## config.mk

```make
export PLATFORM = sky130hd
export DESIGN_NAME = g3f_period_meter
export DESIGN_NICKNAME = d
export VERILOG_FILES = /design/src/rtl/g3f_pkg.sv /design/src/rtl/g3f_stall_det.sv /design/src/rtl/g3f_period_meter.sv
export SDC_FILE = /design/constraint.sdc
export NUM_CORES = 1
export LEC_CHECK = 0
export CORE_MARGIN = 2
export CORE_UTILIZATION = 50
export CTS_CLUSTER_SIZE = 25
export DETAILED_ROUTE_END_ITERATION = 10
export PLACE_DENSITY_LB_ADDON = 0.08
export SLEW_MARGIN = 20
export SYNTH_ARGS = -nofsm -noshare
export SYNTH_HDL_FRONTEND = slang
export SYNTH_SLANG_ARGS = --single-unit
```

## constraint.sdc

```tcl
create_clock -name clk -period 2 [get_ports clk]
set_input_delay 0.4 -clock clk [delete_from_list [all_inputs] [get_ports clk]]
set_output_delay 0.4 -clock clk [all_outputs]
set_load 0.03 [all_outputs]
```

## src/rtl/g3f_pkg.sv

```systemverilog
// Shared types and defaults for the g3f period meter.
package g3f_pkg;

  localparam int SAMPLE_W          = 6;
  localparam int G3F_CNT_W_DEF     = 8;
  localparam int G3F_STALL_MAX_DEF = 4;
  localparam int RUN_W             = 4;

  typedef enum logic [2:0] {
    ST_IDLE,
    ST_ARM,
    ST_MEASURE,
    ST_DONE,
    ST_STALL
  } g3f_pm_state_t;

endpackage

```

## src/rtl/g3f_stall_det.sv

```systemverilog
// Repeat tracker: remembers the previous enabled sample and how many times in a row it has been seen.
module g3f_stall_det
  import g3f_pkg::*;
(
  input  logic                clk,
  input  logic                rst,
  input  logic                clr,
  input  logic                en,
  input  logic [SAMPLE_W-1:0] sample,
  output logic [RUN_W-1:0]    run,
  output logic                hit
);

  logic [SAMPLE_W-1:0] prev_q, prev_d;
  logic [RUN_W-1:0]    run_q, run_d;
  logic                same;

  always_comb begin
    same   = (sample == prev_q);
    prev_d = prev_q;
    run_d  = run_q;
    // clr loads the first sample of a run; en advances the run on a non-terminal sample
    if (clr) begin
      prev_d = sample;
      run_d  = RUN_W'(1);
    end else if (en) begin
      prev_d = sample;
      run_d  = same ? run_q + RUN_W'(1) : RUN_W'(1);
    end
  end

  always_ff @(posedge clk) begin
    if (rst) begin
      prev_q <= '0;
      run_q  <= '0;
    end else begin
      prev_q <= prev_d;
      run_q  <= run_d;
    end
  end

  assign run = run_q;
  assign hit = same;

endmodule

```

## src/rtl/g3f_period_meter.sv

```systemverilog
// Period and lock-up meter for the g3f sequence generator.
// Optional `stable` output is built when G3F_PERIOD_STABLE_EN is defined.
//
// state      | meaning
// IDLE       | no measurement yet since reset
// ARM        | waiting for the first enabled sample to capture as reference
// MEASURE    | counting enabled samples until the reference recurs
// DONE       | result available (period or overflow)
// STALL      | generator locked up on a non-reference value
module g3f_period_meter
  import g3f_pkg::*;
#(
  parameter int CNT_W     = G3F_CNT_W_DEF,
  parameter int STALL_MAX = G3F_STALL_MAX_DEF
)
(
  input  logic             clk,
  input  logic             rst,
  input  logic             se,
  input  logic [2:0]       q,
  input  logic [2:0]       p,
  input  logic             start,
  output logic             busy,
  output logic [CNT_W-1:0] period,
  output logic             period_valid,
  output logic             overflow,
  output logic             stall
`ifdef G3F_PERIOD_STABLE_EN
  ,output logic            stable
`endif
);

  g3f_pm_state_t       state_q, state_d;
  logic [SAMPLE_W-1:0] sample;
  logic [SAMPLE_W-1:0] ref_q, ref_d;
  logic [CNT_W-1:0]    cnt_q, cnt_d, cnt_inc;
  logic [CNT_W-1:0]    period_q, period_d;
  logic                pv_q, pv_d;
  logic                ovf_q, ovf_d;
  logic                stall_q, stall_d;
  logic                sd_clr, sd_en, rep_hit;
  logic [RUN_W-1:0]    run;
  logic [RUN_W:0]      run_nx;
`ifdef G3F_PERIOD_STABLE_EN
  logic [CNT_W-1:0]    last_q, last_d;
  logic                stable_q, stable_d;
`endif

  assign sample = {q, p};

  g3f_stall_det u_stall_det (
    .clk    (clk),
    .rst    (rst),
    .clr    (sd_clr),
    .en     (sd_en),
    .sample (sample),
    .run    (run),
    .hit    (rep_hit)
  );

  always_comb begin
    state_d  = state_q;
    ref_d    = ref_q;
    cnt_d    = cnt_q;
    period_d = period_q;
    pv_d     = 1'b0;
    ovf_d    = ovf_q;
    stall_d  = stall_q;
    sd_clr   = 1'b0;
    sd_en    = 1'b0;
    cnt_inc  = cnt_q + CNT_W'(1);
    run_nx   = {1'b0, run} + (RUN_W+1)'(1);
`ifdef G3F_PERIOD_STABLE_EN
    last_d   = last_q;
    stable_d = stable_q;
`endif
    case (state_q)
      ST_IDLE, ST_DONE, ST_STALL: begin
        if (start) begin
          state_d = ST_ARM;
          ovf_d   = 1'b0;
          stall_d = 1'b0;
        end
      end
      ST_ARM: begin
        if (se) begin
          ref_d   = sample;
          cnt_d   = '0;
          sd_clr  = 1'b1;
          state_d = ST_MEASURE;
        end
      end
      ST_MEASURE: begin
        if (se) begin
          // recurrence wins over overflow and stall, so a stuck-on-ref generator reads as period 1
          if (sample == ref_q) begin
            period_d = cnt_inc;
            pv_d     = 1'b1;
            state_d  = ST_DONE;
`ifdef G3F_PERIOD_STABLE_EN
            stable_d = (cnt_inc == last_q);
            last_d   = cnt_inc;
`endif
          end else if (cnt_inc == '1) begin
            period_d = '1;
            ovf_d    = 1'b1;
            pv_d     = 1'b1;
            state_d  = ST_DONE;
          end else if (rep_hit && (run_nx == (RUN_W+1)'(STALL_MAX))) begin
            stall_d  = 1'b1;
            state_d  = ST_STALL;
`ifdef G3F_PERIOD_STABLE_EN
            stable_d = 1'b0;
            last_d   = '0;
`endif
          end else begin
            cnt_d = cnt_inc;
            sd_en = 1'b1;
          end
        end
      end
      default: state_d = ST_IDLE;
    endcase
  end

  always_ff @(posedge clk) begin
    if (rst) begin
      state_q  <= ST_IDLE;
      ref_q    <= '0;
      cnt_q    <= '0;
      period_q <= '0;
      pv_q     <= 1'b0;
      ovf_q    <= 1'b0;
      stall_q  <= 1'b0;
`ifdef G3F_PERIOD_STABLE_EN
      last_q   <= '0;
      stable_q <= 1'b0;
`endif
    end else begin
      state_q  <= state_d;
      ref_q    <= ref_d;
      cnt_q    <= cnt_d;
      period_q <= period_d;
      pv_q     <= pv_d;
      ovf_q    <= ovf_d;
      stall_q  <= stall_d;
`ifdef G3F_PERIOD_STABLE_EN
      last_q   <= last_d;
      stable_q <= stable_d;
`endif
    end
  end

  assign busy         = (state_q == ST_ARM) || (state_q == ST_MEASURE);
  assign period       = period_q;
  assign period_valid = pv_q;
  assign overflow     = ovf_q;
  assign stall        = stall_q;
`ifdef G3F_PERIOD_STABLE_EN
  assign stable       = stable_q;
`endif

endmodule

```

Word level (Yosys, flattened, before mapping)
Index checks and enable logic that the tools add are counted.

cells by class
  mux-type cells = 39
  divide/modulo/power cells = 0
  bitwise operators = 2
  $lt $le $gt $ge = 0
  add/sub/neg operators = 3
  shifts and indexed selects = 0
  multiply operators = 0
  reductions and logical operators = 16
  equality and inequality tests = 17

operator list
  cell                                            count
  two-way mux 8 bit                               7
  two-way mux 1 bit                               19
  two-way mux 3 bit                               6
  != test 2 bit (second input constant)           8
  case mux 8 bit (2 select lines)                 1
  == test 6 bit                                   2
  two-way mux 6 bit                               2
  AND reduction 6 bit                             2
  case mux 3 bit (3 select lines)                 1
  adder 8 x 1 -> 8 bit (second input constant)    1
  == test 8 bit (second input constant)           1
  nonzero test 2 bit                              4
  == test 3 x 2 -> 1 bit (second input constant)  2
  OR reduction 3 bit                              2
  adder 4 x 1 -> 5 bit (second input constant)    1
  == test 5 x 3 -> 1 bit (second input constant)  1
  AND reduction 5 bit                             1
  adder 4 x 1 -> 4 bit (second input constant)    1
  two-way mux 4 bit                               1
  != test 4 bit (second input constant)           1
  case mux 1 bit (2 select lines)                 2
  AND reduction 4 bit                             1
  == test 3 x 1 -> 1 bit (second input constant)  1
  == test 3 bit (second input constant)           1
  7 further kinds                                 8

word-level totals
  latch bits = 0
  bits in read-only memories = 0
  register bits = 38
  logic and storage cells = 87
  memory bits (writable) = 0
  memories = 0
  input port bits = 10
  output and inout bits = 12

Depth between registers and ports, before layout
Gate-level depths: netlist of run 1.

  depth after elaboration = 10
  mapped depth = 9
  mapped depth without buffers = 8

Cells and area by module
From an unflattened synthesis of run 1, not the netlist that was laid out.

second synthesis, totals
  cell total of the unflattened synthesis = 200
  area total of the unflattened synthesis = 1,849.3 um^2

by module, submodules not included
  module            cells each  instances  seq. area each (um^2)  area each (um^2)
  g3f_period_meter  145         1          560.5                  1,378.8
  g3f_stall_det     55          1          200.2                  470.5

Worst setup path after synthesis of run 1
Ideal clock, no wire load.

  path type = reg-to-reg
  start point = register u_stall_det.run_q[0] (netlist: u_stall_det.run[0])
  end point = register cnt_q[4]
  cell stages (with the launch flop) = 9
  required time = 1,930 ps
  library setup time = 70 ps
  period minus slack after synthesis = 1,978 ps
  arrival = 1,908 ps
  slack = 22 ps
  path buffers = 1
  cells stage by stage = dfxtp_1 ha_1 nor2b_1 a211oi_1 or4b_1 nand4_1 buf_2 nand3_1 a21oi_1

on the way
  word-level cells in the longest chain between the ends = 5

ends and longest elaborated chain
  item                           RTL line                 RTL
  start: declaration             g3f_stall_det.sv:15      logic [RUN_W-1:0] run_q, run_d;
  start signal: assignment       g3f_stall_det.sv:38      run_q <= run_d;
  adder 4 x 1 -> 5 bit           g3f_period_meter.sv:72   run_nx = {1'b0, run} + (RUN_W+1)'(1);
  == test 5 x 3 -> 1 bit         g3f_period_meter.sv:109  end else if (rep_hit && (run_nx == (RUN_W+1)'(STALL_MAX))) begin
  logical AND 1 bit              g3f_period_meter.sv:109
  != test 2 bit (no line)        --
  AND reduction 6 bit (no line)  --
  end signal: assignment         g3f_period_meter.sv:142  cnt_q <= cnt_d;
  end: declaration               g3f_period_meter.sv:36   logic [CNT_W-1:0] cnt_q, cnt_d, cnt_inc;

Every way passes these cells.
A chain may end at the register's enable or synchronous reset.

Final worst setup path of run 1
  start point = register cnt_q[0]
  end point = register u_stall_det.prev_q[1]

on the way
  word-level cells in the longest chain between the ends = 7

ends and longest elaborated chain
  item                          RTL line                 RTL
  adder 8 x 1 -> 8 bit          g3f_period_meter.sv:71   cnt_inc = cnt_q + CNT_W'(1);
  == test 8 bit                 g3f_period_meter.sv:104  end else if (cnt_inc == '1) begin
  two-way mux 1 bit             g3f_period_meter.sv:104
  two-way mux 1 bit             g3f_period_meter.sv:96   if (sample == ref_q) begin
  two-way mux 1 bit             g3f_period_meter.sv:94   if (se) begin
  two-way mux 1 bit             g3f_period_meter.sv:77   case (state_q)
  nonzero test 2 bit (no line)  --
  end signal: assignment        g3f_stall_det.sv:37      prev_q <= prev_d;
  end: declaration              g3f_stall_det.sv:14      logic [SAMPLE_W-1:0] prev_q, prev_d;

Every way passes these cells.

==> key figures, run 1 <==
STA
  – Fin. Hold Viols: 0
  – Period utilization: 1.00
  – Max Clock Freq: approximately 500 MHz
  – Setup_tns: -0.0156 ns
  – Worst-Margin Slew: around 0.36 ns
  – Setup Viol. Count Final: 2
  – Crit path time final: ~2.0 ns
  – Slew HR: 0.759
  – Unrepaired setup endpoints after global routing: yes
  – Final Max Tran Viols: 0
  – Clock skew: 0.0113 ns
  – Worst setup margin: -0.00794 ns

Setup path
  – CP Max Fanout: 5
  – Critical Path Source Type: flip-flop
  – Data arrival time of the critical path: between 2 and 2.5 ns
  – Crit. End Element: flip-flop
  – Crit Path Class: reg -> reg
  – Required time of the critical path: around 2.2 ns

Floorplanning
  – Core box area: approximately 3700 µm²
  – IO Count: 22
  – Initial Util: 0.527
  – Chip height: 66.3 µm
  – Die area: between 4000 and 5000 µm²
  – Die Wd: about 66 µm
  – Row cnt: 22

Placement
  – Post-DP HPWL: between 3 and 4 mm
  – Gpl congestion: roughly 0.88
  – IO buf count: 21

Layout
  – Synth-to-layout area growth: 47.8%
  – Post-Route Utilization: 0.779
  – Ant diodes: 0
  – Layout cell share with drive strength beyond 1: 0.352
  – Final net count: about 310

Drt
  – Number of DRC markers in iteration 0: slightly below 90
  – M1 WL: roughly 2.2 mm
  – WL met3: roughly 200 µm
  – Routed vias: about 1900
  – Detail Route Antenna Nets: 0
  – Per-cell routed wire length: ~14 µm
  – First-pass DRT Iterations: 4
  – Routed vias/inst: 5.45
  – Uppermost routed layer: met4
  – Final WL: slightly below 5 mm
  – DRC Markers: 0
  – Metal2 WL: approximately 2.4 mm

Min path
  – Hold Crit Class: in -> reg

Power and ir drop
  – Pwr dens: roughly 850 nW/µm²
  – Worst VDD drop: between 0.0006 and 0.0007 V
  – Leakage power: between 0.9 and 1 nW

Yosys
  – Mapped Avg Cell Area: around 8.3 µm²
  – Post-synth ARST share: 0
  – Syn_nets: 248
  – Most common cell in the synthesized netlist: dfxtp_1
  – Synth top area share: 0.392
  – Ys Warns: 0
  – Commonest cells in the netlist: dfxtp_1, a21oi_1, nand2_1
  – Top cells by area, synth: dfxtp_1, a21oi_1, nand2_1, nand3_1, xnor2_1
  – Ys flop type: dfxtp_1
  – EDFF count, synth: 0
  – Synth area leader: dfxtp_1
  – Seq/Total Area, Yosys: 0.392
  – Synth Register Bits: 38
  – Count of different cell masters after synthesis: 40
  – Synthesized area: between 1500 and 2000 µm²
  – Post-Syn Instances: between 200 and 250

Clock network
  – TritonCTS Sinks: 38
  – Clk slew on worst S/H paths: roughly 0.08 ns
  – Clk root buf: clkbuf_8
  – Number of CTS-inserted buffers: 5
  – CTS H-Tree Depth: 2
  – CTS tree: built
  – Clock Path Buffers: 2
  – Clk_lat worst skew: around 0.3 ns

Global routing
  – Grt total ovfl: 0
  – GRT Overall Usage: 0.234
  – Vias in the first global route: approximately 1700
  – First-pass GRT wire length: roughly 7.8 mm
  – Initial antenna violation count: 0
  – Pin count of the biggest net entering global routing: 28

Status
  – Failing checks: setup timing
  – Status: finished with violations

Run
  – Max-Cap Viols: 0
## cells by family after synthesis
family	share of synthesized area
muxes	0.0103
AOI/OAI and AO/OA	0.198
and+or+nand+nor	0.240
adders and majority gates	0.0258
xor gates and xnor gates	0.0811
buffers and inverters	0.0528
DFF	0.392
## per-layer routing
metal,vias to the layer above,global-route usage
met5,-,0
met4,0,0.0765
met3,8,0.0545
met2,36,0.391
met1,862,0.297
li1,951,-
## through the flow
step / setup WS (ns) / total power [mW] / instances / area [µm²] / hold slack [ns]
2_1_floorplan: 0.0217 / 1.29 / 234 / 1940 / 0.448
3_3_place_gp: -0.493 / 1.52 / 327 / 2440 / 0.454
3_5_place_dp: -0.515 / 1.53 / 327 / 2440 / 0.459
4_1_cts: 0.000935 / 2.34 / 338 / 2670 / 0.471
5_1_grt: -0.0763 / 2.56 / 341 / 2870 / 0.388
6_report: -0.00794 / 2.43 / 341 / 2870 / 0.377
## final cells by class
type                       count  area (µm²)
multi-input combinational    173        1320
fill                         258         816
sequential                    38         772
timing repair buffer          64         547
clock buffer                   5        68.8
clock inverter                 3        68.8
tap                           48        60.1
inverter                      10        37.5
## worst max-delay path: stages (launching register included)
cell,delay (ns)
dfxtp_4,0.37
inv_2,0.08
ha_4,0.13
nand3_2,0.08
or3_4,0.42
a2bb2oi_4,0.20
nor3b_4,0.18
buf_6,0.12
buf_6,0.12
o21ai_2,0.13
a21oi_1,0.07
## sequential cells by signal, summed over array words and instances, names as in the netlist
register,cells
cnt_q,8
state_q,3
period_valid,1
overflow,1
u_stall_det.run,4
stall,1
ref_q,6
u_stall_det.prev_q,6
period,8
## cell usage in the layout (no fill, tap or decap), types with 7 or more instances in the layout
cell and count:
buf_4 36, dfxtp_1 33, nand2_1 23, a21oi_1 20, nor2_1 14, clkdlybuf4s50_1 14, nand3_1 11, inv_1 9
nand2b_1 8, xor2_1 7, buf_6 7
## what timing repair did
item	4_1_cts	5_1_grt
pin swaps	6	25
buffers inserted	3	4
endpoints found under the setup margin	26	27
gates cloned	1	0
resized for setup	26	58
hold buffers	0	0
## report_power, final
part,total [mW],internal [mW],switching [mW]
registers,0.882,0.822,0.0607
logic,0.766,0.355,0.411
clock network,0.780,0.500,0.280
total,2.43,1.68,0.751
## worst paths after layout
path                           end  startpoint  cells past startpoint  slack [ns]
max          u_stall_det.prev_q[1]    cnt_q[0]                     10      -0.008
min                       ref_q[0]        p[0]                      3        0.38
max reg2reg  u_stall_det.prev_q[1]    cnt_q[0]                     10      -0.008
min reg2reg              period[3]   period[3]                      2        0.47
No activity file was read; power rests on OpenSTA's default activity.
==> run 2: changes to the inputs <==
Clock period 2 ns to 2.5 ns, I/O delays scaled along.
==> key figures, run 2 (synthesis results as in run 1) <==
Floorplanning
  – IO Count: 22
  – Die Wd: approximately 66 µm
  – Initial Util: 0.527
  – Die area: 4400 µm²
  – Core box area: between 3000 and 4000 µm²
  – Row cnt: 22
  – Chip height: between 60 and 70 µm

Global routing
  – Pin count of the biggest net entering global routing: 28
  – First-pass GRT wire length: 7.29 mm
  – Grt total ovfl: 0
  – Vias in the first global route: between 1500 and 2000
  – Initial antenna violation count: 0
  – GRT Overall Usage: 0.216

Drt
  – Routed vias/inst: approximately 5.4
  – First-pass DRT Iterations: 6
  – Routed vias: 1736
  – Number of DRC markers in iteration 0: 125
  – Final WL: 4.19 mm
  – Detail Route Antenna Nets: 0
  – DRC Markers: 0
  – Per-cell routed wire length: roughly 13 µm

Layout
  – Ant diodes: 0
  – Most frequent cells in the layout: dfxtp_1, a21oi_1, nand2_1
  – Synth-to-layout area growth: 23.7%
  – Layout Cells excl Fill: 319
  – Commonest non-fill, non-tap cell in the layout: dfxtp_1
  – Layout cell share with drive strength beyond 1: 0.125
  – Final net count: approximately 280

STA
  – Period utilization: 0.927
  – Unrepaired setup endpoints after global routing: no
  – Crit path time final: ~2.3 ns
  – Slew HR: 0.754
  – Max Clock Freq: roughly 430 MHz
  – Setup Viol. Count Final: 0
  – Fin. Hold Viols: 0
  – Worst-Margin Slew: 0.367 ns
  – Worst setup margin: 0.182 ns
  – Final Max Tran Viols: 0
  – Clock skew: ~0.007 ns

Setup path
  – CP Max Fanout: 4
  – Required time of the critical path: between 2 and 3 ns
  – Crit. End Element: flip-flop
  – Worst path most repeated cell: nand4_1
  – Slowest stage cell on the critical path: clkdlybuf4s50_1
  – Data arrival time of the critical path: 2.51 ns
  – Slowest cell delay on critical path: between 0.5 and 0.6 ns
  – Crit Path Class: in -> reg
  – Critical Path Source Type: primary input
  – Top delay family on crit path: simple AND/OR/NAND/NOR gates
  – Crit path cell chain: clkdlybuf4s50_1, xnor2_1, nand4_1, or4b_1, nand4_1, buf_4, nor2_1, a211oi_1
  – Buf/Inv on CP: 2

Placement
  – Post-DP HPWL: between 3 and 4 mm
  – Dpl ws: -0.121 ns
  – Placed Cells: between 300 and 400
  – IO buf count: 21
  – Gpl congestion: roughly 0.8

Clock network
  – CTS tree: built
  – Clk root buf: clkbuf_8
  – Clk_lat worst skew: 0.29 ns
  – TritonCTS Sinks: 38
  – Clock Path Buffers: 2
  – Post-CTS Setup Repair Bufs: 0
  – Clk slew on worst S/H paths: around 0.070 ns
  – Number of CTS-inserted buffers: 5
  – CTS H-Tree Depth: 2

Run
  – Max-Cap Viols: 0

Min path
  – Hold Crit Class: reg -> reg

Status
  – Status: finished clean

Power and ir drop
  – Worst VDD drop: between 0.0003 and 0.0004 V
  – Leakage power: 0.845 nW
  – Pwr dens: ~680 nW/µm²
==> run 2: cell types whose count changed in the layout (fill, tap and decap cells not counted), sizes merged <==
cell           before  now
clkbuf              9    6
dlygate4sd2         2    0
buf                44   21
clkinvlp            0    1
clkdlybuf4s50      14   20
dlymetal6s2s        0    1
bufinv              2    0
==> run 2: per-layer routing <==
metal  global-route usage  routed length, µm
met1                0.275               2030
met2                0.356               1960
met3               0.0409                127
met4               0.0842                 76
met5                    0                  0
==> run 2: timing repair <==
action,4_1_cts,5_1_grt
resized for setup,0,1
endpoints found under the setup margin,0,1
hold buffers,0,0
==> run 2: final timing paths <==
| kind | start | end | slack, ns | depth (start not counted) |
|---|---|---|---|---|
| min | ref_q[5] | ref_q[5] | 0.47 | 2 |
| max | q[2] | u_stall_det.run[0] | 0.18 | 8 |
| max reg2reg | cnt_q[0] | period[2] | 0.34 | 6 |
| min reg2reg | ref_q[5] | ref_q[5] | 0.47 | 2 |
==> run 2: layout make-up <==
type	count	area (µm²)
fill	341	1280
sequential	38	761
multi-input combinational	173	1080
clock buffer	6	82.6
timing repair buffer	42	370
tap	48	60.1
inverter	10	37.5
clock inverter	2	12.5
==> run 2: report_power, final <==
part           total, mW  switching [mW]  leakage, nW  internal [mW]
clock network      0.438           0.217       0.0472          0.222
registers          0.689          0.0327        0.307          0.656
logic              0.502           0.284        0.490          0.218
total               1.63           0.533        0.845           1.10
==> run 2: stage by stage <==
stage               utilization  hold slack [ns]  instance area (µm²)  total power [mW]  setup TNS [ns]
finish                    0.652            0.466                 2400              1.63               0
global route              0.652            0.485                 2400              1.73               0
CTS                       0.651            0.469                 2400              1.64               0
detailed placement        0.625            0.459                 2310              1.20           -1.30
global placement          0.625            0.454                 2310              1.20          -0.388
floorplan                     -            0.448                 1940              1.03               0
==> run 2: worst register-to-register path: stages, from the launching register on <==
cell and delay [ns]:
dfxtp_1 0.42, ha_1 0.27, xnor2_1 0.11, or3_4 0.40, a2bb2oi_2 0.17, or2_1 0.35, a221oi_1 0.35
==> run 3: changes to the inputs <==
Settings changed: SKIP_LAST_GASP set to 1.
==> results of run 3 <==
The final DEF is identical to that of run 2; final timing and power are the same.
